`src/rtl/gate_bist_pkg.sv`:
```
// Shared types and sizing helpers for the gate BIST checker.
package gate_bist_pkg;

   typedef enum logic [1:0] {
      S_IDLE   = 2'd0,
      S_SETTLE = 2'd1,
      S_DONE   = 2'd2
   } state_t;

   localparam int MAX_N_IN = 4;

   // Number of input vectors walked for an n_in-input gate.
   function automatic int num_vec(input int n_in);
      return 1 << n_in;
   endfunction

   // Bits needed to hold 0..n-1, never less than one.
   function automatic int cnt_width(input int n);
      return (n <= 2) ? 1 : $clog2(n);
   endfunction

endpackage

```
`src/rtl/gate_bist_checker_settle_timer.sv`:
```
// Down-counter that measures how long each vector is held; zero marks the compare cycle.
module settle_timer
   import gate_bist_pkg::*;
#(
   parameter int SETTLE = 10
) (
   input  logic clk,
   input  logic rst,
   input  logic load,
   input  logic en,
   output logic zero
);

   localparam int            CW       = cnt_width(SETTLE);
   localparam logic [CW-1:0] LOAD_VAL = CW'(SETTLE - 1);

   logic [CW-1:0] cnt_q;
   logic [CW-1:0] cnt_d;

   // NOTE: every always_comb output gets a default first, so no path leaves it unassigned and no latch is inferred.
   always_comb begin
      cnt_d = cnt_q;
      if (load) begin
         cnt_d = LOAD_VAL;
      end else if (en && (cnt_q != '0)) begin
         cnt_d = cnt_q - CW'(1);
      end
   end

   // NOTE: flops update with <= so every register samples pre-edge values regardless of block order.
   always_ff @(posedge clk) begin
      if (rst) begin
         cnt_q <= '0;
      end else begin
         cnt_q <= cnt_d;
      end
   end

   assign zero = (cnt_q == '0);

endmodule

```
`config.mk`:
```
export PLATFORM = sky130hd
export DESIGN_NAME = settle_timer
export DESIGN_NICKNAME = d
export VERILOG_FILES = /design/src/rtl/gate_bist_pkg.sv /design/src/rtl/gate_bist_checker_settle_timer.sv
export SDC_FILE = /design/constraint.sdc
export NUM_CORES = 1
export LEC_CHECK = 0
export CAP_MARGIN = 10
export CORE_AREA = 2 2 39 41
export DETAILED_ROUTE_END_ITERATION = 6
export DIE_AREA = 0 0 41 43
export PLACE_DENSITY = 0.41
export SYNTH_ARGS = -nofsm -noshare
export SYNTH_HDL_FRONTEND = slang
export SYNTH_SLANG_ARGS = --single-unit
```
`constraint.sdc`:
```
create_clock -name clk -period 1.8 [get_ports clk]
set_input_delay 0.36 -clock clk [delete_from_list [all_inputs] [get_ports clk]]
set_output_delay 0.36 -clock clk [all_outputs]
set_load 0.02 [all_outputs]
```
==> run metrics <==
status=finished, final reports clean; clock sink total=4; Distinct cells, synth=15; sw power=0.06103 mW; CP max FO=4; PD cells=821.7 nW/um^2; Post-CTS Setup Bufs=0; Ant. Diodes=0; crit path setup slack, layout=0.1162 ns; synth top area cells=dfxtp_1, inv_1, nor4b_2; Syn Nets=29; Via density=3.918; combinational power share=20.7%; vias in the first global route=204; Max clock buf depth=2; IO Count=5; CORE AREA=1384 um^2; HP Start=cnt_q[1]; CTS clock-pin slew for the worst setup and hold paths=0.03 ns; Max Fclk=0.5939 GHz; setup_tns=0 ns; Finish-stage setup viols=0; Rel. slew slack=84.76%; crit start category=flop; Initial Utilization=15.91%; Worst EP arrival=1.32 ns; Hold Path Stages=2; Total Routing Usage GR=6.727%; fill count=147; Most flops, register=cnt_q; IO Port Bufs=4; Total Wirelength=387 um; syn avg cell area=9.175 um^2; antenna-violating nets left=0; sw frac=23.46%; CTS H-tree depth=1; hold crit path type=reg2reg; global-route wire length before repair=765 um; VDD IR-drop max=0.2459 mV; fin crit period=1.684 ns; initial antenna violation count=0; RSZ-0062 raised after global routing=false; Synth Instances=24; largest registers=cnt_q x4; Post-Route Skew=0.0005010 ns; RR Startpoint=cnt_q[0]; DR DRC count=0; pre-CTS setup slack=0.07983 ns; leading area contributor after synthesis=dfxtp_1; Int Power=0.1991 mW; largest net degree at the start of global routing=5; most frequent cells in the layout=inv_1, dfxtp_1, clkbuf_4, clkdlybuf4s50_1; area grow syn2layout=43.75%; row count=14; period utilisation layout=93.54%; nets=40; per-cell routed wire length=7.898 um; Syn Std Cell Area=220.2 um^2; Seq pwr share=38.5%; DR vias=192; Worst Setup End Kind=output pin; cts bufs inserted=3; YS warnings=0; die width=41 um; sequential-to-total area share from yosys stat=36.36%; Die H=43 um; Worst Reg2Reg Path Length in Cells=6; WP data required=1.44 ns; Sequential Area=80.08 um^2; post_cts resized=1; reg-to-reg setup timing slack=0.31 ns; clk_lat worst skew=0.23 ns; Final Hold Vio Count=0; Hold WS=0.5479 ns; Yosys reg bits=4; Largest register FFs=4; Hold Buf Count CTS=0; Worst Hold Path EP=cnt_q[1]; clock root buffer=clkbuf_4; FF-to-FF End=cnt_q[1]; layout cells sized above 1=27.27%; DRC marker count from the first detailed-route iteration=4; CP Class=reg2out; CTS tree=done; P_leak=0.1291 nW; TritonRoute pass-1 iters=4; Synth top area share=36.36%; Worst Tran Pin Value=0.2280 ns; Clk network pwr share=40.8%; RePlAce Congestion=0.6230; max-slew violations=0; multi-input logic area=125.1 um^2; GR Overflow Total=0; die area=1763 um^2; Max Cap Viol=0
## through the flow
step | cell area (um^2) | std cells | power [mW] | utilization (%)
final | 316.6 | 49 | 0.2601 | 22.88
after global routing | 316.6 | 49 | 0.2785 | 22.88
after CTS | 316.6 | 49 | 0.2668 | 22.88
after detailed placement | 295.3 | 46 | 0.1579 | 21.34
after global placement | 295.3 | 46 | 0.1575 | 21.34
after floorplan | 220.2 | 24 | 0.1310 | -
## logic make-up (layout without fill, tap and decap cells)
kind of cell	count (synthesis)	count (layout)	synth area share, %
buffers and inverters	4	13	6.816
flip-flops	4	4	36.37
AO/OA/AOI/OAI	6	6	17.61
adder cells (fa/ha/maj)	1	1	5.681
multiplexers	1	1	4.546
AND/OR/NAND/NOR	8	8	28.97
## how the worst max path moves through the flow
stage / end / slack [ns] / start / depth (start not counted)
after floorplan: cnt_q[1] / 0.40 / cnt_q[0] / 5
after global placement: zero / 0.09 / cnt_q[0] / 4
after detailed placement: zero / 0.08 / cnt_q[0] / 4
after CTS: zero / 0.09 / cnt_q[0] / 4
after global routing: zero / 0.02 / cnt_q[0] / 4
final: zero / 0.12 / cnt_q[0] / 4
## cell usage after synthesis (all sizes together)
cell type	count
nor4b	1
o21ai	2
mux2i	1
or3	2
a211oi	1
nor3b	1
nand2	1
nor3	1
inv	4
a21oi	2
nor2	1
dfxtp	4
and4b	1
ha	1
a31oi	1
## routing by layer
metal / up-vias / part of all wire [%] / GRT usage (%)
met4: 0 / 0 / 8.000
met5: - / 0 / 0
met2: 7 / 44 / 7.187
met3: 0 / 11 / 2.094
li1: 104 / - / -
met1: 81 / 45 / 9.003
## final cells by class
| cell class | count | area share, % |
|---|---|---|
| Inverter | 4 | 4.743 |
| Multi-Input combinational cell | 16 | 39.53 |
| Timing Repair Buffer | 6 | 17.00 |
| Clock buffer | 3 | 7.115 |
| Sequential cell | 4 | 25.30 |
| Tap cell | 16 | 6.324 |
## power by group through the flow
stage	clock network [mW]	registers, mW	logic [mW]
floorplan	0	0.100	0.0306
global placement	0	0.101	0.0562
detailed placement	0	0.102	0.0563
CTS	0.112	0.100	0.0547
global route	0.115	0.102	0.0617
finish	0.106	0.100	0.0539
## worst max-delay path, stage by stage, from the launching register on
cell	delay [ns]
dfxtp_1	0.36
inv_1	0.06
ha_1	0.20
nor3b_2	0.16
dlygate4sd2_1	0.32
Note: power is estimated with default switching activity, not from simulation.
==> patch 1, RTL diff (same settings) <==
Set the parameter `SETTLE` to 20 (it was 10).
--- a/src/rtl/gate_bist_checker_settle_timer.sv
+++ b/src/rtl/gate_bist_checker_settle_timer.sv
@@ -4,3 +4,3 @@
 #(
-   parameter int SETTLE = 10
+   parameter int SETTLE = 20
 ) (
Behaviour: no difference found for any inputs over 10 cycles, from zero or initial values and one cycle with rst high; that may be too few to reach the edited logic, so the function may still have changed.
==> patch 1 against the original RTL <==
Power grew 32%. Routed wire length is 55% higher. Critical path depth unchanged. Non-clock buffer count rose by 2. Register-to-register slack improved by 0.05 ns. Setup slack better by 0.0038 ns. Sequential cell count up 1. Synthesized area grew 31%. Cell area grew 26%. Largest cell class unchanged. Largest power group is now sequential cells.
==> patch 1: results (changes against the original RTL) <==
================================================================================
DRT iter0 DRCs ....................................................            0   -4
Global-route wire length before repair ............................      1010 um   +33%
Vias ..............................................................          262   +36%
Source of the worst hold timing path .............................. cnt_q[2]$_SDFFE_PP0P_
DRT Pass-1 Iters ..................................................            1   -3
Worst Setup Slack post-DPL ........................................    0.0192 ns   -0.0607 ns
Avg Cell Area, Syn ................................................    9.28 um^2   +1.2%
Sequential share of cell area .....................................        0.250   -0.00296
Largest clock skew in the final design ............................   0.00219 ns   +0.00169 ns
Slowest stage delay, CP ...........................................      0.34 ns   -0.02 ns
Compound-Gate Fraction of Synth Area ..............................        0.252   +0.0760
Largest delay contributor family on the critical path ............. buffers and inverters
Largest registers in the final layout .............................     cnt_q x5
Worst R2R Setup Slack .............................................      0.36 ns   +0.05 ns
Buffers outside the clock class ...................................            8   +2
Final worst hold slack ............................................     0.526 ns   -0.0215 ns
Logic inverters ...................................................            2   -2
Worst hold-check path type ........................................ register to register
Clock buffer count ................................................            4   +1
Post-layout nets ..................................................           48   +20%
Status ............................................................    completed
Fraction of the core area covered by cells at the end of the flow .        0.289   +0.0606
Clock buffer and inverter area fraction after layout ..............       0.0656   -0.00552
Multi-input combinational gate total ..............................           23   +7
Placement Cell Area ...............................................     374 um^2   +27%
Cell types with the largest area share after synthesis ............ sky130_fd_sc_hd__dfxtp_1 35%, sky130_fd_sc_hd__a2111oi_2 10%, sky130_fd_sc_hd__nor3_1 8.7%
Top cells by count, synth ......................................... 5 x sky130_fd_sc_hd__dfxtp_1, 5 x sky130_fd_sc_hd__nor3_1, 4 x sky130_fd_sc_hd__nand2_1
Leakage power of the design .......................................  0.000156 uW   +21%
Largest net degree at the start of global routing .................            9   +4
Global placer's final weighted congestion .........................        0.552   -11%
Number of buffers added on ports ..................................            4   unchanged
# placed instances ................................................           54   +17%
Deepest clock path buffer count ...................................            2   unchanged
Layout cells sized above 1 ........................................        0.286   +0.0130
Sequential area share after synthesis .............................        0.348   -0.0158
Number of max-cap violations ......................................            0   unchanged
Non-clock buffers, area share .....................................        0.175   +0.00504
Routed length per placed instance .................................      10.4 um   +31%
Minimum clock period ..............................................      1.68 ns   -0.00381 ns
Worst VDD drop ....................................................     0.190 mV   -23%
Synth Net Count ...................................................           36   +24%
Largest fanout of any net on the critical path ....................            2   -2
Via density per instance ..........................................         4.52   +15%
GRT Total Usage ...................................................       0.0884   +0.0212
Cell with the largest stage delay on the worst path ............... sky130_fd_sc_hd__clkdlybuf4s15_1
Transition time of the tightest slew-check pin ....................     0.265 ns   +0.0370 ns
Multiplexer area fraction after synthesis .........................            0   -0.0455
Number of fillers in the final layout .............................          151   +2.7%
TritonCTS sink count ..............................................            5   +1
RR Endpoint ....................................................... cnt_q[2]$_SDFFE_PP0P_
Antenna cell count ................................................            0   unchanged
Fraction of standard cell area in multi-input logic ...............        0.441   +0.0454
Number of buffers created by CTS ..................................            3   unchanged
Adder-cell area share of the yosys netlist ........................       0.0435   -0.0133
================================================================================
[patch 1: cell count changes after synthesis, moves of 2 or more]
cell,unedited run,this run
sky130_fd_sc_hd__nor3_1,1,5
sky130_fd_sc_hd__a21oi_1,2,0
sky130_fd_sc_hd__inv_1,4,2
sky130_fd_sc_hd__a2111oi_2,0,2
sky130_fd_sc_hd__nand2_1,1,4
sky130_fd_sc_hd__o21ai_0,2,0
sky130_fd_sc_hd__nor2_1,1,3
sky130_fd_sc_hd__o21a_1,0,2
[patch 1: kinds of logic after synthesis]
kind of cell	Yosys count
AND/OR/NAND/NOR	15
buffers and inverters	3
adder cells (fa/ha/maj)	1
AO/OA/AOI/OAI	7
flip-flops	5
[patch 1: how the worst min path moves through the flow]
stage / depth (start not counted) / end
6_report: 2 / cnt_q[2]$_SDFFE_PP0P_
5_1_grt: 2 / cnt_q[2]$_SDFFE_PP0P_
4_1_cts: 2 / cnt_q[2]$_SDFFE_PP0P_
3_5_place_dp: 2 / cnt_q[2]$_SDFFE_PP0P_
3_3_place_gp: 2 / cnt_q[2]$_SDFFE_PP0P_
2_1_floorplan: 1 / cnt_q[0]$_SDFFE_PP0P_
[patch 1: per-layer routing]
| layer | track usage | share of wire | vias up | wire (um) |
|---|---|---|---|---|
| li1 | - | - | 139 | - |
| met4 | 0.0600 | 0 | 0 | 0 |
| met3 | 0.0314 | 0.035 | 0 | 21 |
| met2 | 0.144 | 0.57 | 3 | 343 |
| met5 | 0 | 0 | - | 0 |
| met1 | 0.0871 | 0.39 | 120 | 236 |
[patch 1: timing repair]
action	CTS	global route
gates resized for setup	1	1
setup endpoints to repair	1	1
hold buffers	0	0
[patch 1: power breakdown]
group / internal [uW] / switching [uW]
Clock: 83.7 / 43.4
Sequential: 120 / 7.40
Combinational: 47.0 / 41.3
Total: 251 / 92.2
==> patch 2, RTL diff (config.mk and constraints unchanged) <==
Made on the original files. Register the inputs `load` and `en` before use, with the module's reset. The logic sees them one clock later.
--- a/src/rtl/gate_bist_checker_settle_timer.sv
+++ b/src/rtl/gate_bist_checker_settle_timer.sv
@@ -16,2 +16,15 @@
 
+   logic load_q;
+   logic en_q;
+
+   always_ff @(posedge clk) begin
+      if (rst) begin
+         load_q <= '0;
+         en_q   <= '0;
+      end else begin
+         load_q <= load;
+         en_q   <= en;
+      end
+   end
+
    logic [CW-1:0] cnt_q;
@@ -22,5 +35,5 @@
       cnt_d = cnt_q;
-      if (load) begin
+      if (load_q) begin
          cnt_d = LOAD_VAL;
-      end else if (en && (cnt_q != '0)) begin
+      end else if (en_q && (cnt_q != '0)) begin
          cnt_d = cnt_q - CW'(1);
Formal check against the unedited RTL: not equivalent (Yosys sat finds a counterexample within 4 cycles, from zero or initial values and one cycle with rst high).
==> patch 2 against the original RTL <==
Sequential share of layout area rose by 6.6 points. Register-to-register slack got worse by 0.03 ns. Die area unchanged. Sequential cell count is 2 higher. Routed wire length is 32% higher. Power grew 29%. Cell area increased by 19%. Critical path depth stayed put. Non-clock buffer count grew 1. Synthesized area grew 24%. Sequential power up 48%. Setup slack gained 0.0043 ns. Highest routed layer is now met4.
==> patch 2: results (changes against the original RTL) <==
=====================================================================
Largest fanout of any net on the critical path .........            3   -1
Maximum operating frequency ............................    0.595 GHz   +0.25%
Internal ...............................................       252 uW   +27%
Synth Net Count ........................................           33   +14%
Largest net degree at the start of global routing ......            7   +2
Met2 wirelength from detailed routing ..................       251 um   +46%
DRT iter0 DRCs .........................................            1   -3
Met1 Routed Length .....................................       190 um   +9.8%
Largest registers in the final layout .................. cnt_q x4, en_q x1, load_q x1
Vias ...................................................          237   +23%
Status .................................................    completed
Final worst hold slack .................................     0.476 ns   -0.0721 ns
Power dissipated in combinational cells ................      63.9 uW   +19%
Worst VDD drop .........................................     0.285 mV   +16%
Top cells by count, synth .............................. 6 x sky130_fd_sc_hd__dfxtp_1, 4 x sky130_fd_sc_hd__inv_1
Detailed-routed wire length on met3 ....................        30 um   -27%
Transition time of the tightest slew-check pin .........     0.218 ns   -0.00957 ns
Avg Cell Area, Syn .....................................    9.74 um^2   +6.2%
Portion of total power attributed to sequential cells ..        0.442   +0.057
Sequential area share after synthesis ..................        0.440   +0.0767
GRT Total Usage ........................................       0.0815   +0.0142
Non-Filler Instances ...................................           54   +10%
Layout cells sized above 1 .............................        0.263   -0.00957
Met2 Track Usage GR ....................................        0.109   +0.0375
Worst hold stages ......................................            1   -1
Post-layout nets .......................................           45   +13%
Post-CTS setup buffer count ............................            0   unchanged
Source of the worst hold timing path ................... load_q$_SDFF_PP0_
Global-route wire length before repair .................       862 um   +13%
Global placer's final weighted congestion ..............        0.744   +19%
# placed instances .....................................           51   +11%
Highest metal layer with signal wires ..................         met4
Placement Cell Area ....................................     355 um^2   +20%
Number of flip-flops in the largest register ...........            4   unchanged
Largest clock skew in the final design .................   0.00366 ns   +0.00316 ns
Wirelength, routed .....................................       509 um   +32%
Met1 demand-to-capacity share in global routing ........       0.0712   -0.0188
RR Endpoint ............................................ cnt_q[0]$_SDFFE_PP0P_
Worst R2R Setup Slack ..................................      0.28 ns   -0.03 ns
Met3 layer usage reported by global route ..............       0.0314   +0.0105
Fraction of power consumed by combinational cells ......        0.190   -0.017
End point of the most critical hold path ............... cnt_q[1]$_SDFFE_PP0P_
Source of the worst register-to-register timing path ... cnt_q[1]$_SDFFE_PP0P_
Leakage power of the design ............................  0.000145 uW   +12%
Cell types with the largest area share after synthesis . sky130_fd_sc_hd__dfxtp_1 44%, sky130_fd_sc_hd__inv_1 5.5%, sky130_fd_sc_hd__nor4b_2 5.5%
DRT Pass-1 Iters .......................................            2   -2
Unique cell type count in the Yosys netlist ............           16   +1
=====================================================================
==> patch 2: changes by cell type in the layout (fill, tap and decap cells not counted), sizes merged <==
| cell | unedited run | this run |
|---|---|---|
| buf | 2 | 3 |
| dfxtp | 4 | 6 |
| nor2b | 0 | 2 |
==> patch 2: cell type report <==
type	count	area, um^2
Timing Repair Buffer	7	61.3
Fill cell	157	1010
Sequential cell	6	120
Multi-Input combinational cell	18	138
Tap cell	16	20.0
Inverter	4	15.0
Clock buffer	3	22.5
==> patch 2: cells by family (layout without fill, tap and decap cells) <==
logic type / count (synthesis) / in the layout / share of synthesized area
muxes: 1 / 1 / 0.0367
adders and majority gates: 1 / 1 / 0.0459
AOI/OAI and AO/OA: 6 / 6 / 0.142
DFF: 6 / 6 / 0.440
and+or+nand+nor: 10 / 10 / 0.280
buffers and inverters: 4 / 14 / 0.0550
